--- src/rtl/riscv_pkg.sv ---
// Shared RISC-V front-end constants and the fetch buffer entry layout.
package riscv_pkg;

    localparam int XLEN = 32;
    localparam logic [XLEN-1:0] NOP_INSTR        = 32'h0000_0013;
    localparam logic [XLEN-1:0] RESET_PC_DEFAULT = 32'h0000_0000;

    typedef struct packed {
        logic [XLEN-1:0] pc;
        logic [XLEN-1:0] instr;
    } fetch_entry_t;

    // Sequential fetch step; wraps modulo 2^XLEN.
    function automatic logic [XLEN-1:0] pc_next(input logic [XLEN-1:0] pc);
        return pc + XLEN'(4);
    endfunction

endpackage

--- src/rtl/fetch_fifo.sv ---
// Small synchronous FIFO with single-cycle flush; used for the fetch buffer
// and for the queue of PCs belonging to outstanding memory requests.
module fetch_fifo #(
    parameter int WIDTH = 64,
    parameter int DEPTH = 2,
    localparam int CNT_W = $clog2(DEPTH + 1),
    localparam int PTR_W = (DEPTH > 1) ? $clog2(DEPTH) : 1
) (
    input  logic             clk,
    input  logic             rst,
    input  logic             flush,
    input  logic             push,
    input  logic [WIDTH-1:0] wdata,
    input  logic             pop,
    output logic [WIDTH-1:0] rdata,
    output logic [CNT_W-1:0] count,
    output logic             empty,
    output logic             full
);

    logic [WIDTH-1:0] mem [DEPTH];
    logic [PTR_W-1:0] rd_ptr;
    logic [PTR_W-1:0] wr_ptr;
    logic             do_push;
    logic             do_pop;

    function automatic logic [PTR_W-1:0] ptr_inc(input logic [PTR_W-1:0] p);
        return (p == PTR_W'(DEPTH - 1)) ? '0 : p + PTR_W'(1);
    endfunction

    assign empty   = (count == '0);
    assign full    = (count == CNT_W'(DEPTH));
    assign do_pop  = pop && !empty;
    assign do_push = push && (!full || do_pop);
    assign rdata   = mem[rd_ptr];

    always_ff @(posedge clk or posedge rst) begin
        if (rst) begin
            rd_ptr <= '0;
            wr_ptr <= '0;
            count  <= '0;
        end else if (flush) begin
            rd_ptr <= '0;
            wr_ptr <= '0;
            count  <= '0;
        end else begin
            if (do_push) wr_ptr <= ptr_inc(wr_ptr);
            if (do_pop)  rd_ptr <= ptr_inc(rd_ptr);
            if (do_push && !do_pop)
                count <= count + CNT_W'(1);
            else if (!do_push && do_pop)
                count <= count - CNT_W'(1);
        end
    end

    // Storage is data only; pointers define validity, so no reset here.
    always_ff @(posedge clk) begin
        if (do_push && !flush) mem[wr_ptr] <= wdata;
    end

endmodule

--- src/rtl/fetch_unit.sv ---
// Instruction fetch stage: PC, in-order memory requests with credit flow
// control, a flushable return buffer and redirect with stale-response dropping.
module fetch_unit
    import riscv_pkg::*;
#(
    parameter logic [XLEN-1:0] RESET_PC = RESET_PC_DEFAULT,
    parameter int              DEPTH    = 2
) (
    input  logic            clk,
    input  logic            rst,
    output logic            imem_req_valid,
    input  logic            imem_req_ready,
    output logic [XLEN-1:0] imem_req_addr,
    input  logic            imem_rsp_valid,
    input  logic [XLEN-1:0] imem_rsp_data,
    input  logic            redirect_valid,
    input  logic [XLEN-1:0] redirect_pc,
    output logic            if_valid,
    input  logic            if_ready,
    output logic [XLEN-1:0] if_instr,
    output logic [XLEN-1:0] if_pc
);

    localparam int CNT_W = $clog2(DEPTH + 1);

    logic [XLEN-1:0]  pc;
    logic [CNT_W-1:0] inflight;
    logic [CNT_W-1:0] drop;
    logic [CNT_W-1:0] buf_count;
    logic [CNT_W:0]   credit_used;
    logic             req_fire;
    logic             rsp_accept;
    logic             rsp_keep;
    logic             buf_pop;
    logic             buf_empty;
    logic             buf_full;
    logic [XLEN-1:0]  redirect_target;
    logic [XLEN-1:0]  pcq_head;
    fetch_entry_t     buf_wdata;
    fetch_entry_t     buf_rdata;

    logic [1:0]       redirect_lsb_unused;
    logic [CNT_W-1:0] pcq_count_unused;
    logic             pcq_empty_unused;
    logic             pcq_full_unused;

    assign redirect_target     = {redirect_pc[XLEN-1:2], 2'b00};
    assign redirect_lsb_unused = redirect_pc[1:0];

    // Credit comes from registered counts only, so a pop frees a slot next cycle.
    assign credit_used    = {1'b0, inflight} + {1'b0, buf_count};
    assign imem_req_valid = !rst && !redirect_valid && (credit_used < (CNT_W + 1)'(DEPTH));
    assign imem_req_addr  = pc;
    assign req_fire       = imem_req_valid && imem_req_ready;

    assign rsp_accept = imem_rsp_valid && (inflight != '0);
    assign rsp_keep   = rsp_accept && (drop == '0) && !redirect_valid;
    assign buf_wdata  = '{pc: pcq_head, instr: imem_rsp_data};

    assign if_valid = !buf_empty;
    assign buf_pop  = if_valid && if_ready && !redirect_valid;
    assign if_instr = if_valid ? buf_rdata.instr : NOP_INSTR;
    assign if_pc    = buf_rdata.pc;

    always_ff @(posedge clk or posedge rst) begin
        if (rst) begin
            pc       <= RESET_PC;
            inflight <= '0;
            drop     <= '0;
        end else begin
            if (redirect_valid)
                pc <= redirect_target;
            else if (req_fire)
                pc <= pc_next(pc);

            inflight <= inflight + CNT_W'(req_fire) - CNT_W'(rsp_accept);

            // Everything still outstanding after a redirect belongs to the old path.
            if (redirect_valid)
                drop <= inflight - CNT_W'(rsp_accept);
            else if (rsp_accept && (drop != '0))
                drop <= drop - CNT_W'(1);
        end
    end

    // Stale entries stay in the PC queue and retire with their dropped responses.
    fetch_fifo #(
        .WIDTH (XLEN),
        .DEPTH (DEPTH)
    ) u_pc_queue (
        .clk   (clk),
        .rst   (rst),
        .flush (1'b0),
        .push  (req_fire),
        .wdata (pc),
        .pop   (rsp_accept),
        .rdata (pcq_head),
        .count (pcq_count_unused),
        .empty (pcq_empty_unused),
        .full  (pcq_full_unused)
    );

    fetch_fifo #(
        .WIDTH ($bits(fetch_entry_t)),
        .DEPTH (DEPTH)
    ) u_fetch_buf (
        .clk   (clk),
        .rst   (rst),
        .flush (redirect_valid),
        .push  (rsp_keep),
        .wdata (buf_wdata),
        .pop   (buf_pop),
        .rdata (buf_rdata),
        .count (buf_count),
        .empty (buf_empty),
        .full  (buf_full)
    );

    a_rsp_needs_request: assert property (
        @(posedge clk) disable iff (rst) imem_rsp_valid |-> (inflight != '0));

    a_buf_no_overflow: assert property (
        @(posedge clk) disable iff (rst) rsp_keep |-> (!buf_full || buf_pop));

endmodule
--- config.mk ---
export PLATFORM = sky130hd
export DESIGN_NAME = fetch_unit
export DESIGN_NICKNAME = d
export VERILOG_FILES = /design/src/rtl/riscv_pkg.sv /design/src/rtl/fetch_fifo.sv /design/src/rtl/fetch_unit.sv
export SDC_FILE = /design/constraint.sdc
export NUM_CORES = 1
export LEC_CHECK = 0
export CELL_PAD_IN_SITES_DETAIL_PLACEMENT = 0
export CELL_PAD_IN_SITES_GLOBAL_PLACEMENT = 1
export CORE_MARGIN = 1
export CORE_UTILIZATION = 39
export CTS_BUF_LIST = sky130_fd_sc_hd__clkbuf_16
export CTS_CLUSTER_DIAMETER = 100
export DETAILED_ROUTE_END_ITERATION = 8
export GPL_ROUTABILITY_DRIVEN = 0
export PLACE_DENSITY_LB_ADDON = 0.1
export SLEW_MARGIN = 20
export SYNTH_ARGS = -nofsm -noshare
export SYNTH_HDL_FRONTEND = slang
export SYNTH_SLANG_ARGS = --single-unit
--- constraint.sdc ---
create_clock -name clk -period 6.1 [get_ports clk]
set_clock_uncertainty 0.1 [all_clocks]
set_input_delay 1.83 -clock clk [delete_from_list [all_inputs] [get_ports clk]]
set_output_delay 1.83 -clock clk [all_outputs]
set_load 0.02 [all_outputs]
==> run_results.csv, run 1 <==
group,metric,value,unit
synth,synthAdderAreaFrac,0.01026,
power_and_ir_drop,switchingPower,0.001095,W
final_layout,drive_above_1_share,0.1532,
grt,grt_util_all_layers,0.1693,
final_layout,final_area,12020,µm²
worst_hold_path,min_to,"u_pc_queue.wr_ptr",
worst_hold_path,hp-class,"flop to flop",
worst_setup_path,arrival,3300,ps
floorplanning,start_util,0.3960,
grt,grt_max_degree,64,
worst_setup_path,path_buf_inv,2,
detailed_routing,via_per_inst,5.061,
synth,synth-seq-area-share,0.7097,
grt,grt_pass1_wl,31.65,mm
timing,min_period,5229,ps
floorplanning,die_y,156.1,µm
timing,grt_setup_unrepaired,"no",
worst_hold_path,hold_path_startpoint,"u_pc_queue.wr_ptr",
power_and_ir_drop,p_leak,4.134,nW
synth,ys_ff_latch,226,
clocking,root_buffer,"clkbuf_16",
worst_setup_path,worstReg2RegEnd,"imem_req_addr[15]",
timing,tns,0,ps
clocking,cts_resized,0,
worst_setup_path,slowest_delay,670,ps
detailed_routing,ant_nets,0,
floorplanning,dieArea,24380,µm²
detailed_routing,first_pass_iters,5,
synth,yosysWarnings,0,
timing,finalHoldViolations,0,
synth,ys.flop_type,"edfxtp_1",
synth,synth_edf_count,184,
flow_run,max_cap_violations,0,
place,io_buffers,161,
synth,synth_compound_area_frac,0.05293,
worst_setup_path,rr_startpoint,"u_fetch_buf.count[0]",
run_status,outcome,"finished clean",
timing,finalSetupViolCount,0,
worst_setup_path,rrSetupSlack,3160,ps
grt,grt.busiest_layer,"met2",
power_and_ir_drop,p_comb_frac,0.200,
worst_setup_path,startpoint_type,"input port",
synth,muxShareOfSynthArea,0.1096,
worst_setup_path,crit_family,"buffers and inverters",
place,hpwl,13.26,mm
clocking,clock_latency,500,ps
worst_setup_path,cpMostUsedCell,"clkdlybuf4s50_1",
final_layout,nFillCells,2012,
power_and_ir_drop,power_density,342.1,nW/µm²
synth,synthXorXnorAreaFrac,0.01229,
power_and_ir_drop,internal_power,0.003015,W
place,place_area,11290,µm²
timing,worstMarginPinSlew,1069,ps
synth,yosysUniqueCellTypes,53,
worst_setup_path,crit_chain,"clkdlybuf4s50_1, nor4_4, clkdlybuf4s50_1",
worst_setup_path,endpoint_kind,"primary output",
clocking,cts_tree,"built",
floorplanning,coreArea,23400,µm²
final_layout,post-route-util,0.5135,
worst_setup_path,cp_max_fo,4,
timing,slew_headroom,0.2875,
grt,grt-ovfl-total,0,
grt,grt_pass1_vias,5788,
synth,syn_area,9266,µm²
synth,async_flop_share,0.1858,
grt,use_met2,0.3014,
worst_setup_path,ff2ff_path_depth,8,
final_layout,syn2layout_area_growth,29.68,%
synth,postSynthCellCount,610,
clocking,cts_max_level,1,
timing,max_freq,0.1912,GHz
timing,drv_slew,0,
grt,met3_usage,0.03111,
final_layout,diodes,0,
detailed_routing,dr_total_vias,5679,
final_layout,nets,862,
grt,grt_antenna_before_repair,0,
worst_setup_path,crit_slowest_cell,"clkdlybuf4s50_1",
detailed_routing,drc,0,
clocking,clk_pin_slew,60,ps
power_and_ir_drop,p_clk_frac,0.324,
power_and_ir_drop,pwr-share-seq,0.477,
clocking,postCtsHoldBufs,0,
grt,met1_usage,0.2094,
clocking,clockBufferDepth,3,
floorplanning,die_x,156.1,µm
synth,synthSimpleGateAreaFrac,0.08385,
clocking,post_cts.repair.setup_buffers,0,
worst_hold_path,hold_depth,1,
synth,syn_area_per_cell,15.19,µm²
detailed_routing,drtIter0Drc,278,
floorplanning,std_cell_rows,56,
floorplanning,io_pins,168,
worst_setup_path,crit_required,4170,ps
power_and_ir_drop,p_sw_frac,0.2665,
synth,synth_top_family_by_area,"multiplexers",
detailed_routing,wl_per_cell,18.58,µm
power_and_ir_drop,power,0.004111,W
detailed_routing,drt_wl_total,20.85,mm
clocking,cts_buffers,24,
timing,holdWs,422.2,ps
timing,timing.final.crit_share,0.8572,
power_and_ir_drop,ir_drop,0.1728,mV
worst_setup_path,critPathKind,"input port to primary output",
clocking,clock_sinks,226,
-- state kept, by name, summed over array words and instances, names as in the netlist, 2 cells and up --
| signal | cells |
|---|---|
| u_fetch_buf.mem | 124 |
| u_pc_queue.mem | 60 |
| imem_req_addr | 30 |
| drop | 2 |
| inflight | 2 |
| u_fetch_buf.count | 2 |
| u_pc_queue.count | 2 |
-- routing by layer --
| metal | routed length (µm) | up-vias |
|---|---|---|
| met5 | 0 | - |
| met4 | 369 | 0 |
| met3 | 1240 | 21 |
| met2 | 10510 | 158 |
| met1 | 8728 | 2838 |
| li1 | - | 2662 |
-- worst reg2reg max path, cell delays in order, from the launching register on --
cell	delay [ps]
dfrtp_1	460
and2_1	190
fa_1	480
nor4_4	290
and2_1	200
inv_2	210
or4_4	580
o211ai_2	190
o311ai_2	110
-- cells by family (layout without fill, tap and decap cells) --
group	Yosys count	in the layout
AO/OA/AOI/OAI	68	68
flip-flops	226	226
other	1	4
XOR/XNOR	13	13
adder cells (fa/ha/maj)	7	7
buffers and inverters	44	234
multiplexers	94	94
AND/OR/NAND/NOR	157	157
-- metrics by stage --
step                setup WS [ps]  instances
floorplan                   594.0        613
global placement            884.0       1078
detailed placement          853.7       1078
CTS                         849.3       1122
global route                807.3       1122
finish                      870.8       1122
-- how the worst max path moves through the flow --
stage                   startpoint                    end  depth (start not counted)
detailed placement             rst         imem_req_valid                          3
global placement               rst         imem_req_valid                          3
global route                   rst         imem_req_valid                          3
CTS                            rst         imem_req_valid                          3
floorplan           imem_rsp_valid  u_fetch_buf.mem[1][0]                          4
finish                         rst         imem_req_valid                          3
-- final cells by class --
| cell class | count | area [µm²] | area share |
|---|---|---|---|
| well taps | 319 | 399.1 | 0.03322 |
| clock buffers | 25 | 625.6 | 0.05206 |
| repair buffers | 176 | 1719 | 0.1431 |
| clock inverters | 19 | 105.1 | 0.008746 |
| inverters | 14 | 52.55 | 0.004373 |
| multi-input cells | 343 | 2535 | 0.2110 |
| flip-flops and latches | 226 | 6580 | 0.5476 |
-- synth_stat cells, types with 6 or more instances --
cell type | n | area (µm²)
o311ai_0 | 12 | 105.1
mux2_2 | 60 | 675.7
o211ai_1 | 7 | 52.55
nor4_1 | 6 | 37.54
inv_1 | 13 | 48.80
clkbuf_1 | 18 | 67.56
a21oi_1 | 9 | 45.04
dfrtp_1 | 42 | 1051
edfxtp_1 | 184 | 5525
ha_1 | 6 | 75.07
o21ai_0 | 18 | 90.09
and2_1 | 6 | 37.54
xnor2_1 | 8 | 70.07
nor2_1 | 52 | 195.2
nand4_1 | 8 | 50.05
nand3_1 | 10 | 50.05
nand2_1 | 45 | 168.9
and3_1 | 8 | 50.05
mux2i_1 | 34 | 340.3
nor3_1 | 6 | 30.03
-- cell usage in the layout (no fill, tap or decap), types with 3 or more instances in the layout --
cell and n:
edfxtp_1 184, clkdlybuf4s50_1 160, mux2_2 60, nor2_1 50
nand2_1 45, dfrtp_1 41, mux2i_1 34, clkbuf_16 25
inv_1 20, o21ai_0 18, buf_4 15, o311ai_0 12
nand3_1 10, a21oi_1 9, nand4_1 8, xnor2_1 8
and3_1 8, o211ai_1 7, clkinv_1 7, and2_1 6
nor4_1 6, ha_1 6, nor3_1 5, xor2_1 5
a32oi_1 4, a221o_1 4, conb_1 4, a31oi_1 3
clkinv_2 3
-- power by group through the flow --
stage	clock (W)	sequential, W	combinational (W)
2_1_floorplan	0	0.00197	0.000496
3_3_place_gp	0	0.00198	0.000810
3_5_place_dp	0	0.00199	0.000830
4_1_cts	0.00137	0.00196	0.000837
5_1_grt	0.00144	0.00198	0.000888
6_report	0.00133	0.00196	0.000821
Power figures use the tool's default switching activity.
==> inputs of run 2 (changes only) <==
--- a/config.mk
+++ b/config.mk
@@ -8,12 +8,13 @@
 export CELL_PAD_IN_SITES_DETAIL_PLACEMENT = 0
 export CELL_PAD_IN_SITES_GLOBAL_PLACEMENT = 1
 export CORE_MARGIN = 1
-export CORE_UTILIZATION = 39
+export CORE_UTILIZATION = 43
 export CTS_BUF_LIST = sky130_fd_sc_hd__clkbuf_16
 export CTS_CLUSTER_DIAMETER = 100
 export DETAILED_ROUTE_END_ITERATION = 8
 export GPL_ROUTABILITY_DRIVEN = 0
 export PLACE_DENSITY_LB_ADDON = 0.1
+export SKIP_CTS_REPAIR_TIMING = 1
 export SLEW_MARGIN = 20
 export SYNTH_ARGS = -nofsm -noshare
 export SYNTH_HDL_FRONTEND = slang
==> constraint.sdc (replaced) <==
create_clock -name clk -period 5.27 [get_ports clk]
set_clock_uncertainty 0.1 [all_clocks]
set_input_delay 1.581 -clock clk [delete_from_list [all_inputs] [get_ports clk]]
set_output_delay 1.581 -clock clk [all_outputs]
set_load 0.02 [all_outputs]
==> run_results.csv, run 2 (synthesized netlist as in run 1, its figures left out) <==
group,metric,value,unit
clocking,clock_sinks,226,
final_layout,largest_reg_flops,124,
worst_setup_path,crit_slowest_cell,"clkdlybuf4s50_1",
final_layout,post-route-util,0.5654,
worst_setup_path,cp_max_fo,4,
grt,grt_antenna_before_repair,1,
worst_setup_path,slowest_delay,660,ps
timing,slew_headroom,0.3121,
worst_setup_path,crit_cells,3,
floorplanning,std_cell_rows,53,
detailed_routing,via_per_inst,5.380,
grt,grt_pass1_wl,32.13,mm
timing,finalHoldViolations,0,
clocking,cts_max_level,1,
timing,worstMarginPinSlew,1032,ps
grt,grt_pass1_vias,5998,
final_layout,layout.cells.non_filler,1074,
final_layout,top_register,"u_fetch_buf.mem",
worst_setup_path,cpMostUsedCell,"clkdlybuf4s50_1",
final_layout,final_cell_mix,"edfxtp_1, clkdlybuf4s50_1, mux2_2",
timing,max_freq,0.2119,GHz
flow_run,max_cap_violations,0,
power_and_ir_drop,power,0.004697,W
timing,grt_setup_unrepaired,"no",
detailed_routing,drtIter0Drc,235,
final_layout,final_common_cell,"edfxtp_1",
final_layout,nets,860,
grt,grt_max_degree,64,
timing,drv_slew,0,
clocking,clock_latency,500,ps
grt,met3_usage,0.03976,
place,dp_cells,1033,
grt,grt-ovfl-total,0,
worst_setup_path,crit_path_start,"rst",
clocking,clockBufferDepth,3,
detailed_routing,drt_wl_total,20.54,mm
floorplanning,dieArea,22140,µm²
grt,use_met2,0.3318,
floorplanning,coreArea,21090,µm²
final_layout,drive_above_1_share,0.1514,
detailed_routing,ant_nets,0,
final_layout,diodes,0,
grt,met1_usage,0.2312,
timing,tns,0,ps
timing,setup_slack,550.1,ps
grt,grt_util_all_layers,0.1896,
worst_hold_path,hp-class,"flop to flop",
power_and_ir_drop,p_leak,4.109,nW
place,io_buffers,161,
detailed_routing,drc,0,
worst_setup_path,endpoint_kind,"primary output",
place,pre_cts_slack,549.8,ps
worst_setup_path,path_buf_inv,2,
grt,grt.busiest_layer,"met2",
place,hpwl,13.23,mm
detailed_routing,first_pass_iters,4,
worst_setup_path,critPathCapture,"imem_req_valid",
clocking,root_buffer,"clkbuf_16",
floorplanning,io_pins,168,
timing,timing.final.crit_share,0.8956,
timing,finalSetupViolCount,0,
worst_setup_path,critPathKind,"input port to primary output",
floorplanning,die_y,148.8,µm
detailed_routing,wl_per_cell,19.13,µm
worst_setup_path,crit_chain,"clkdlybuf4s50_1, nor4_4, clkdlybuf4s50_1",
worst_setup_path,ff2ff_path_depth,7,
worst_setup_path,rrSetupSlack,1980,ps
floorplanning,die_x,148.8,µm
worst_hold_path,hold_path_startpoint,"u_pc_queue.count[1]",
worst_setup_path,crit_family,"buffers and inverters",
power_and_ir_drop,power_density,393.9,nW/µm²
final_layout,syn2layout_area_growth,28.68,%
power_and_ir_drop,ir_drop,0.2091,mV
worst_setup_path,worstReg2RegEnd,"u_pc_queue.mem[0][26]",
timing,min_period,4720,ps
clocking,cts_tree,"built",
run_status,outcome,"finished clean",
worst_setup_path,startpoint_type,"input port",
worst_setup_path,arrival,3040,ps
clocking,clk_pin_slew,60,ps
floorplanning,start_util,0.4394,
clocking,cts_buffers,23,
worst_setup_path,crit_required,3590,ps
worst_setup_path,rr_startpoint,"u_fetch_buf.count[0]",
detailed_routing,dr_total_vias,5778,
[run 2: cell count changes in the layout (fill, tap and decap cells not counted), sizes merged]
cell	delta
buf	-1
clkbuf	-2
clkinv	-2
inv	+1
[run 2: where the power goes]
part | leakage, nW | internal, W | switching (W)
sequential | 2.17 | 0.00213 | 0.000165
combinational | 1.57 | 0.000463 | 0.000468
clock | 0.364 | 0.000837 | 0.000635
total | 4.11 | 0.00343 | 0.00127
[run 2: per-stage QoR]
stage | hold WS (ps) | instance area [µm²]
after detailed placement | 390.2 | 11240
after floorplan | 357.8 | 9288
final | 399.6 | 11920
after global routing | 426.9 | 11920
after global placement | 374.1 | 11240
after CTS | 401.5 | 11920
[run 2: layout make-up]
class | instances | area (µm²)
fillers | 1689 | 9164
flip-flops and latches | 226 | 6580
multi-input cells | 343 | 2542
repair buffers | 175 | 1724
clock buffers | 23 | 575.6
well taps | 275 | 344.1
clock inverters | 18 | 105.1
inverters | 14 | 52.55
[run 2: routing by layer]
layer	up-vias	routed length, µm
met1	2886	8367
met3	41	1350
met5	-	0
li1	2654	-
met4	0	548
met2	197	10280
[run 2: worst min path at each step]
stage                          endpoint  slack [ps]  depth (start not counted)
CTS                 u_pc_queue.count[1]         400                          1
global route        u_pc_queue.count[1]         430                          1
global placement    u_pc_queue.count[1]         370                          1
detailed placement  u_pc_queue.count[1]         390                          1
finish              u_pc_queue.count[1]         400                          1
floorplan           u_pc_queue.count[1]         360                          1
==> inputs of run 3 (changes only) <==
--- a/config.mk
+++ b/config.mk
@@ -8,8 +8,8 @@
 export CELL_PAD_IN_SITES_DETAIL_PLACEMENT = 0
 export CELL_PAD_IN_SITES_GLOBAL_PLACEMENT = 1
 export CORE_MARGIN = 1
-export CORE_UTILIZATION = 43
-export CTS_BUF_LIST = sky130_fd_sc_hd__clkbuf_16
+export CORE_UTILIZATION = 45
+export CTS_BUF_LIST = sky130_fd_sc_hd__clkbuf_8
 export CTS_CLUSTER_DIAMETER = 100
 export DETAILED_ROUTE_END_ITERATION = 8
 export GPL_ROUTABILITY_DRIVEN = 0
==> run_results.csv, run 3 (synthesized netlist as in run 1, its figures left out) <==
group,metric,value,unit
run_status,outcome,"finished clean",
power_and_ir_drop,p_sw_frac,0.2814,
grt,grt_antenna_before_repair,0,
final_layout,nFillCells,1623,
floorplanning,die_x,145.5,µm
floorplanning,std_cell_rows,52,
place,place_area,11240,µm²
timing,worstMarginPinSlew,1137,ps
power_and_ir_drop,pwr-share-seq,0.490,
timing,grt_setup_unrepaired,"no",
floorplanning,io_pins,168,
worst_setup_path,startpoint_type,"input port",
final_layout,final_cell_mix,"edfxtp_1, clkdlybuf4s50_1, mux2_2",
clocking,clockBufferDepth,3,
final_layout,top_register,"u_fetch_buf.mem",
flow_run,max_cap_violations,0,
power_and_ir_drop,power_density,388.0,nW/µm²
final_layout,drive_above_1_share,0.1747,
worst_hold_path,hold_path_startpoint,"u_pc_queue.count[1]",
timing,drv_slew,0,
detailed_routing,via_per_inst,5.274,
detailed_routing,drt_wl_total,20.18,mm
grt,grt_max_degree,53,
worst_setup_path,endpoint_kind,"primary output",
worst_setup_path,critPathKind,"input port to primary output",
clocking,clock_sinks,226,
final_layout,layout.cells.non_filler,1100,
worst_setup_path,cp_max_fo,4,
clocking,clk_pin_slew,60,ps
detailed_routing,top_layer,"met4",
grt,grt_pass1_wl,31.95,mm
detailed_routing,wl_per_cell,18.34,µm
power_and_ir_drop,switchingPower,0.001305,W
timing,timing.final.crit_share,0.8957,
floorplanning,coreArea,20230,µm²
detailed_routing,drc,0,
power_and_ir_drop,p_leak,4.164,nW
power_and_ir_drop,internal_power,0.003331,W
final_layout,nets,877,
timing,min_period,4720,ps
detailed_routing,wl_met3,1.089,mm
final_layout,syn2layout_area_growth,28.94,%
floorplanning,die_y,145.5,µm
floorplanning,dieArea,21170,µm²
detailed_routing,ant_nets,0,
clocking,cts_max_level,2,
power_and_ir_drop,ir_drop,0.2345,mV
timing,finalHoldViolations,0,
place,hpwl,13.17,mm
worst_setup_path,ff2ff_path_depth,9,
grt,grt_pass1_vias,5927,
worst_setup_path,arrival,3040,ps
worst_setup_path,rr_startpoint,"u_fetch_buf.count[0]",
detailed_routing,drtIter0Drc,244,
timing,tns,0,ps
clocking,cts_tree,"built",
clocking,clock_latency,520,ps
timing,finalSetupViolCount,0,
grt,grt_util_all_layers,0.1949,
power_and_ir_drop,p_clk_frac,0.305,
detailed_routing,wl_met2,10.23,mm
worst_hold_path,hp-class,"flop to flop",
detailed_routing,wl_met1,8.431,mm
clocking,root_buffer,"clkbuf_8",
grt,grt-ovfl-total,0,
final_layout,largest_reg_flops,124,
floorplanning,start_util,0.4580,
place,io_buffers,161,
power_and_ir_drop,p_comb_frac,0.205,
place,dp_cells,1029,
final_layout,final_common_cell,"edfxtp_1",
timing,max_freq,0.2118,GHz
final_layout,final_area,11950,µm²
worst_hold_path,hold_depth,1,
timing,slew_headroom,0.2389,
worst_setup_path,crit_path_start,"rst",
final_layout,diodes,0,
power_and_ir_drop,power,0.004636,W
detailed_routing,first_pass_iters,4,
worst_setup_path,crit_required,3590,ps
clocking,cts_buffers,39,
detailed_routing,dr_total_vias,5801,
-- run 3: changes by cell type in the layout (fill, tap and decap cells not counted), sizes merged --
cell and delta:
clkbuf +19, buf +1, inv +4, bufinv -1, clkinv +8
-- run 3: worst max-delay path, cell delays in order --
cell and delay, ps:
clkdlybuf4s50_1 460, nor4_4 330, clkdlybuf4s50_1 660
-- run 3: worst paths after layout --
kind | end | slack [ps]
max in group asynchronous | imem_req_addr[28] | 3040
min reg2reg | u_pc_queue.count[1] | 400
max reg2reg | imem_req_addr[15] | 1910
min | u_pc_queue.count[1] | 400
max | imem_req_valid | 550
min in group asynchronous | inflight[1] | 1380
-- run 3: per-stage QoR --
step / setup slack (ps) / hold slack [ps] / util
detailed placement: 551.3 / 389.1 / 0.5556
global route: 493.7 / 435.2 / 0.5905
global placement: 560.7 / 372.0 / 0.5556
CTS: 541.2 / 401.2 / 0.5905
floorplan: 12.97 / 357.8 / -
finish: 549.6 / 399.5 / 0.5905
-- run 3: area by class of cell --
| cell class | count | area, µm² | area share |
|---|---|---|---|
| Timing Repair Buffer | 176 | 1732 | 0.1449 |
| Clock inverter | 29 | 127.6 | 0.01068 |
| Multi-Input combinational cell | 343 | 2540 | 0.2126 |
| Clock buffer | 42 | 578.1 | 0.04838 |
| Sequential cell | 226 | 6580 | 0.5507 |
| Tap cell | 270 | 337.8 | 0.02828 |
| Inverter | 14 | 52.55 | 0.004398 |
-- run 3: power groups by stage --
stage	clock, W	sequential (W)	combinational (W)
final	0.00141	0.00227	0.000950
after global routing	0.00154	0.00229	0.00102
after CTS	0.00146	0.00227	0.000960
after detailed placement	0	0.00231	0.000952
after global placement	0	0.00230	0.000926
after floorplan	0	0.00228	0.000574
-- run 3: metal layers --
layer / up-vias / global-route usage
met4: 0 / 0.06632
met2: 192 / 0.3356
met3: 34 / 0.04451
li1: 2700 / -
met5: - / 0
met1: 2875 / 0.2427
